===== src/rtl/pool_pkg.sv =====
// Shared lane width and lane comparison used by the max-pool stage.
// Comparison mode selects int8 or uint8 ordering per lane.
package pool_pkg;

  localparam int LANE_W = 8;

  // a > b under the selected lane interpretation
  function automatic logic lane_gt(
    input logic [LANE_W-1:0] a,
    input logic [LANE_W-1:0] b,
    input logic              signed_mode
  );
    if (signed_mode)
      return $signed(a) > $signed(b);
    return a > b;
  endfunction

endpackage


===== src/rtl/lane_max.sv =====
// Per-lane maximum of two packed beats.
// Pure compare-and-select: each lane equals one operand bit-for-bit.
module lane_max
  import pool_pkg::*;
#(
  parameter int SIZE   = 4,
  parameter bit SIGNED = 1'b1
) (
  input  logic [LANE_W*SIZE-1:0] a,
  input  logic [LANE_W*SIZE-1:0] b,
  output logic [LANE_W*SIZE-1:0] y
);

  for (genvar k = 0; k < SIZE; k++) begin : g_lane
    logic [LANE_W-1:0] la;
    logic [LANE_W-1:0] lb;

    assign la = a[k*LANE_W +: LANE_W];
    assign lb = b[k*LANE_W +: LANE_W];

    // pick b only when strictly larger; ties keep a
    assign y[k*LANE_W +: LANE_W] =
      lane_gt(lb, la, SIGNED) ? lb : la;
  end

endmodule


===== src/rtl/maxpool_2x2_stream.sv =====
// Streaming 2x2 stride-2 max-pool over SIZE int8/uint8 lanes.
// Keeps one half-row of horizontal maxima; no frame memory.
module maxpool_2x2_stream
  import pool_pkg::*;
#(
  parameter int SIZE   = 4,
  parameter int WIDTH  = 8,
  parameter int HEIGHT = 8,
  parameter bit SIGNED = 1'b1
) (
  input  logic                   clock,
  input  logic                   reset,
  input  logic                   valid_in,
  input  logic                   sof_in,
  input  logic [LANE_W*SIZE-1:0] pixel_in,
  output logic                   valid_out,
  output logic                   eof_out,
  output logic [LANE_W*SIZE-1:0] pixel_out
);

  localparam int PW    = LANE_W * SIZE;
  localparam int CW    = (WIDTH > 1) ? $clog2(WIDTH) : 1;
  localparam int RW    = (HEIGHT > 1) ? $clog2(HEIGHT) : 1;
  localparam int DEPTH = (WIDTH / 2 > 0) ? WIDTH / 2 : 1;
  localparam int HW    = (DEPTH > 1) ? $clog2(DEPTH) : 1;

  localparam logic [CW-1:0] COL_LAST = CW'(WIDTH - 1);
  localparam logic [RW-1:0] ROW_LAST = RW'(HEIGHT - 1);

  if (WIDTH < 2 || (WIDTH % 2) != 0) begin : g_bad_width
    $error("maxpool_2x2_stream: WIDTH must be even and >= 2");
  end

  if (HEIGHT < 2 || (HEIGHT % 2) != 0) begin : g_bad_height
    $error("maxpool_2x2_stream: HEIGHT must be even and >= 2");
  end

  logic [CW-1:0] col;
  logic [RW-1:0] row;
  logic [CW-1:0] cur_col;
  logic [RW-1:0] cur_row;
  logic          col_last;
  logic          row_last;
  logic          odd_col;
  logic          odd_row;
  logic [HW-1:0] buf_idx;

  logic [PW-1:0] hold;
  logic [PW-1:0] row_buf [DEPTH];
  logic [PW-1:0] row_rd;
  logic [PW-1:0] h_max;
  logic [PW-1:0] v_max;

  logic          buf_we;
  logic          fire;
  logic          last;

  // sof_in forces this beat to (0,0); aborted partial windows are dropped
  always_comb begin
    cur_col  = sof_in ? '0 : col;
    cur_row  = sof_in ? '0 : row;
    col_last = (cur_col == COL_LAST);
    row_last = (cur_row == ROW_LAST);
    odd_col  = cur_col[0];
    odd_row  = cur_row[0];
    buf_idx  = HW'(cur_col >> 1);
    row_rd   = row_buf[buf_idx];
    buf_we   = valid_in & odd_col & ~odd_row;
    fire     = valid_in & odd_col & odd_row;
    last     = fire & col_last & row_last;
  end

  lane_max #(
    .SIZE   (SIZE),
    .SIGNED (SIGNED)
  ) u_hmax (
    .a (hold),
    .b (pixel_in),
    .y (h_max)
  );

  lane_max #(
    .SIZE   (SIZE),
    .SIGNED (SIGNED)
  ) u_vmax (
    .a (row_rd),
    .b (h_max),
    .y (v_max)
  );

  // raster position; advances only on accepted beats
  always_ff @(posedge clock or posedge reset) begin
    if (reset) begin
      col <= '0;
      row <= '0;
    end else if (valid_in) begin
      if (col_last) begin
        col <= '0;
        row <= row_last ? '0 : cur_row + 1'b1;
      end else begin
        col <= cur_col + 1'b1;
        row <= cur_row;
      end
    end
  end

  // left pixel of the current horizontal pair
  always_ff @(posedge clock or posedge reset) begin
    if (reset)
      hold <= '0;
    else if (valid_in && !odd_col)
      hold <= pixel_in;
  end

  // half-row of horizontal maxima from the even row
  always_ff @(posedge clock) begin
    if (buf_we)
      row_buf[buf_idx] <= h_max;
  end

  // registered pooled beat, one cycle after the 4th window pixel
  always_ff @(posedge clock or posedge reset) begin
    if (reset) begin
      valid_out <= 1'b0;
      eof_out   <= 1'b0;
      pixel_out <= '0;
    end else begin
      valid_out <= fire;
      eof_out   <= last;
      if (fire)
        pixel_out <= v_max;
    end
  end

endmodule


===== config.mk =====
export PLATFORM = sky130hd
export DESIGN_NAME = maxpool_2x2_stream
export DESIGN_NICKNAME = d
export VERILOG_FILES = /design/src/rtl/pool_pkg.sv /design/src/rtl/lane_max.sv /design/src/rtl/maxpool_2x2_stream.sv
export SDC_FILE = /design/constraint.sdc
export NUM_CORES = 1
export LEC_CHECK = 0
export ABC_AREA = 1
export BUFFER_PORTS_ARGS = -buffer_cell sky130_fd_sc_hd__buf_2
export CORE_MARGIN = 2
export CORE_UTILIZATION = 65
export DETAILED_ROUTE_END_ITERATION = 10
export PLACE_DENSITY = 0.81
export SLEW_MARGIN = 20
export SYNTH_ARGS = -nofsm -noshare
export SYNTH_HDL_FRONTEND = slang
export SYNTH_SLANG_ARGS = --single-unit

===== constraint.sdc =====
create_clock -name clock -period 6.2 [get_ports clock]
set_clock_uncertainty 0.15 [all_clocks]
set_input_delay 0.62 -clock clock [delete_from_list [all_inputs] [get_ports clock]]
set_output_delay 0.62 -clock clock [all_outputs]
set_load 0.02 [all_outputs]

# Yosys cells after proc, flatten, opt, wreduce, memory -nomap -nowiden
# Memories as Yosys holds them, arrays and structs flattened.
# Cells that the tools add are included.
# word_totals
reg_bits	72
latchBits	0
mem_bits_rw	128
romBits	0
in_bits	36
out_inout_bits	34
word_cells	42
mem_count	1
# mem_list
memory	words	word_bits	read_ports	rd_ports_with_merged_regs	write_ports	line	source
row_buf	4	32	1	0	1	maxpool_2x2_stream.sv:49	logic [PW-1:0] row_buf [DEPTH];
# op_classes
add_sub_neg	2
n_mul	0
n_div	0
magnitude_cmp	8
n_eq_ne	2
shift	0
muxes	15
n_bitwise	6
reduce_logical	2
# op_table
cell	count
$gt 8x8->1	8
$mux 8	8
$mux 3	5
$add 3x1->3 const B	2
$eq 3x3->1 const B	2
$and 1x1->1	5
$mux 1	2
$logic_and 1x1->1	1
$logic_not 1->1	1
$not 1->1	1

# Logic depth before layout (Yosys ltp)
# logic_depth
depth_word	5
depth_mapped	25
mapped_depth_nobuf	25

# Hierarchy
# Synthesis repeated with hierarchy kept, for this count alone.
# unflattened
cells_unflattened	1289
area_unflattened_um2	11146.9
# modules_own_cells
module	instances	cells_each	area_per_inst_um2	seq_area_each_um2
maxpool_2x2_stream	1	785	8199.1	5645.4
lane_max	2	252	1473.9	0.0

# Worst setup path after synthesis
# OpenSTA, ideal clock, no wires.
# synth_timing
path_kind	in2reg
start	in pixel_in[21]
end	reg pixel_out[16]
setup_time_ns	0.117
t_arrival_ns	3.036
t_required_ns	5.933
setup_slack_ns	2.897
path_stages	18
n_path_buf	0
cell_sequence	ha_1 > a21oi_1 > nor2_1 > nor2_1 > nand2_1 > nand2_2 > nand3_1 > nand2_1 > nand2_1 > ha_1 > nand2_1 > or2_2 > nand3_1 > nand2_1 > a21boi_2 > nand3_1 > nand2_1 > nand2_1
# synth_via
elab_chain_cells	4
# synth_rtl
item	line	source
start: declaration	maxpool_2x2_stream.sv:15	input logic [LANE_W*SIZE-1:0] pixel_in,
$gt 8x8->1	pool_pkg.sv:14	return $signed(a) > $signed(b);
$mux 8 (*)	lane_max.sv:23	lane_gt(lb, la, SIGNED) ? lb : la;
via h_max[21]	maxpool_2x2_stream.sv:51	logic [PW-1:0] h_max;
$gt 8x8->1 (*)	pool_pkg.sv:14	
$mux 8 (*)	lane_max.sv:23	
end signal: assignment	maxpool_2x2_stream.sv:131	pixel_out <= v_max;
end: declaration	maxpool_2x2_stream.sv:18	output logic [LANE_W*SIZE-1:0] pixel_out
# Mark *: on every way through the listed nets, which the timed path passes. The rest lies on a longest branch.
# A chain may end at the register's enable or synchronous reset.

# Worst setup path in the final report
# layout_timing
start	reg hold[31]
end	reg pixel_out[25]
# layout_via
elab_chain_cells	4
# layout_rtl
item	line	source
start: declaration	maxpool_2x2_stream.sv:48	logic [PW-1:0] hold;
start signal: assignment	maxpool_2x2_stream.sv:112	hold <= pixel_in;
$gt 8x8->1	pool_pkg.sv:14	
$mux 8	lane_max.sv:23	
via h_max[28]	maxpool_2x2_stream.sv:51	
$gt 8x8->1	pool_pkg.sv:14	
$mux 8	lane_max.sv:23	
# The timed path passes the listed nets, and every way through them passes these cells.

==> flow_summary_export.csv <==
group,metric,value,unit
drt,wl,21.68,mm
global_routing,grtUsageTotal,27.79,%
layout,nets,1284,
yosys,syn_area,10150,µm²
yosys,async_flop_share,36.00,%
yosys,ys.flop_type,"edfxtp_1",
cts,cts.path.max_buffers,2,
sta,clock.fmax,0.2695,GHz
yosys,ys_warn_count,0,
setup_path,path_cells,"inv_1, ha_1, nand2_1, nor2_1, nand2_1, nand3_2, nand3_2, nand2_1, nand2_1, ha_1, nand2_1, nor2_1, o21ai_0, nand3_1, nand2_1, nand2_1, nand2_1, inv_1, nand3_1, nand2_1, nand2_1",
yosys,yosys.area_share.simple,24.37,%
global_routing,grt_max_degree,73,
sta,hold_violations,0,
yosys,yosysTopAreaCell,"edfxtp_1",
setup_path,cp-end-kind,"flip-flop",
power_and_ir_drop,power_density,350.9,nW/µm²
layout,utilization,74.16,%
global_routing,antenna_found_initial,0,
placed_design,gp_congestion,0.8656,
cts,cts_tree,"done",
setup_path,critical_path_class,"reg2reg",
global_routing,grt_pass1_wl,35.82,mm
floorplanning,ioPinCount,70,
yosys,synth_area_leaders,"edfxtp_1 38%, dfrtp_1 18%, nand2_1 16%",
cts,clkTransAtPathRegs,70,ps
drt,initialDrtViolationCount,554,
sta,slew_viol_final,0,
cts,cts_buffers,17,
setup_path,crit_slowest_cell,"dfrtp_1",
sta,setup_tns,0,ps
yosys,synth.distinct_cells,31,
floorplanning,rows,45,
global_routing,gr-total-overflow,0,
floorplanning,die_x,129.0,µm
layout,fin_cells,1404,
power_and_ir_drop,ir_drop,223.1,µV
yosys,ys_ff_latch,200,
setup_path,max_stage_delay,350,ps
floorplanning,initial_utilization,66.55,%
yosys,synth_most_common_cell,"nand2_1",
layout,antennaDiodeCount,0,
setup_path,cp_common_cell,"nand2_1",
drt,drc,0,
yosys,synth_compound_area_share,6.580,%
yosys,yosys-mux-area-fraction,0,%
drt,ant_nets,0,
sta,setup_ws,2489,ps
yosys,synth-edff-count,128,
setup_path,worst_setup_path_start_kind,"flip-flop",
sta,worst_slew_pin_slew,979.7,ps
placed_design,dp_slack,2235,ps
placed_design,place_hpwl,14.23,mm
layout,drive_gt1_share,11.40,%
cts,cts_resized,0,
setup_path,required,6370,ps
sta,post-route-period-util,59.85,%
yosys,synth_top_area_share,37.85,%
yosys,synth_seq_area_share,55.59,%
cts,holdBufCountCts,0,
global_routing,grt_pass1_vias,7510,
setup_path,cp_max_fo,9,
setup_path,arrival,3880,ps
yosys,synth_common_cells,"424 x nand2_1, 128 x edfxtp_1, 103 x a21oi_1",
floorplanning,core,15260,µm²
cts,numClockSinks,200,
floorplanning,die_area,16640,µm²
floorplanning,die_h,129.0,µm
yosys,synth_top_family_by_area,"simple AND/OR/NAND/NOR gates",
drt,wl_per_cell,15.44,µm
layout,synthToLayoutAreaGrowth,11.43,%
yosys,synthCells,1113,
sta,rsz0062_at_grt,"no",
cts,cts_max_level,4,
sta,slew_headroom,34.69,%
cts,cts_root_buf,"clkbuf_16",
yosys,synth_nets,1217,
yosys,synth_xor_area_share,0.08625,%
placed_design,dpl_cell_area,10700,µm²
run,cap_violations,0,
layout,design_area,11320,µm²
run_status,status,"complete, no violations",
yosys,avgSynthCellArea,9.124,µm²
yosys,synthAdderAreaFrac,8.379,%
drt,drt-pass1-iter-count,5,
drt,viasPerCell,5.515,
sta,setup_viol,0,
power_and_ir_drop,leakage,5.615,nW
placed_design,dpl.cell_count,1372,
cts,clk_latency,440,ps
cts,postCtsSetupBuffers,0,
sta,fin_crit,3711,ps
worst_hold_path,hp-class,"in2async",
placed_design,io_buffers,69,
drt,vias,7743,
## final cells by class
cell class,count,area (µm²)
well taps,211,264.0
multi-input cells,789,4025
flip-flops and latches,200,5645
clock inverters,12,161.4
clock buffers,20,457.9
repair buffers,77,405.4
fillers,1053,3943
inverters,95,356.6
## path summary, 6_finish.rpt
path | startpoint | endpoint | slack [ps] | depth (start not counted)
worst max-delay path | hold[31]$_DFFE_PP0P_ | pixel_out[25]$_DFFE_PP0P_ | 2490 | 21
worst min-delay path | reset | hold[18]$_DFFE_PP0P_ | 280 | 3
worst max register to register | hold[31]$_DFFE_PP0P_ | pixel_out[25]$_DFFE_PP0P_ | 2490 | 21
worst min register to register | pixel_out[27]$_DFFE_PP0P_ | pixel_out[27]$_DFFE_PP0P_ | 330 | 2
max in group asynchronous | reset | hold[13]$_DFFE_PP0P_ | 4950 | 3
min in group clock | pixel_in[10] | hold[10]$_DFFE_PP0P_ | 310 | 3
## sequential cells by signal, summed over array words and instances (netlist names)
register,flops
valid_out,1
pixel_out,32
hold,32
row_buf,128
col,3
row,3
eof_out,1
## power breakdown
| part | internal (mW) | total [mW] | switching, mW |
|---|---|---|---|
| sequential | 1.61 | 1.67 | 0.0597 |
| clock | 0.666 | 1.15 | 0.489 |
| combinational | 0.360 | 1.15 | 0.786 |
| total | 2.64 | 3.97 | 1.33 |
## critical path, delay by kind of cell, from the launching register on
family | cells | cell delay, ps
simple gates | 16 | 2000
flops | 1 | 350
buf+inv | 2 | 340
compound gates | 1 | 120
fa+ha+maj | 2 | 660
## stage by stage
| stage | power (mW) | hold WS, ps |
|---|---|---|
| 2_1_floorplan | 2.499 | 320.2 |
| 3_3_place_gp | 2.770 | 308.7 |
| 3_5_place_dp | 2.807 | 312.5 |
| 4_1_cts | 3.971 | 303.2 |
| 5_1_grt | 4.203 | 311.2 |
| 6_report | 3.970 | 280.8 |
## metal layers
| layer | up-vias | global-route usage, % | routed length (µm) |
|---|---|---|---|
| li1 | 3847 | - | - |
| met1 | 3609 | 35.58 | 9145 |
| met2 | 250 | 47.77 | 10960 |
| met3 | 37 | 5.572 | 1162 |
| met4 | 0 | 9.463 | 408 |
| met5 | - | 0 | 0 |
## logic make-up after synthesis
kind of cell / count (synthesis)
flip-flops: 200
buffers and inverters: 124
AO/OA/AOI/OAI: 127
adder cells (fa/ha/maj): 68
XOR/XNOR: 1
AND/OR/NAND/NOR: 593
## layout by cell type, fill, tap and decap left out, types with 11 or more instances in the layout
cell type / Yosys / routed
ha_1: 68 / 68
nand4_1: 32 / 32
nand2_1: 424 / 422
o21ai_0: 11 / 11
buf_2: 15 / 69
a21oi_1: 103 / 103
nor2_1: 69 / 64
dfrtp_1: 72 / 72
inv_1: 93 / 91
clkbuf_16: 0 / 18
edfxtp_1: 128 / 128
nand3_1: 41 / 41
(Power assumes the default switching activity.)
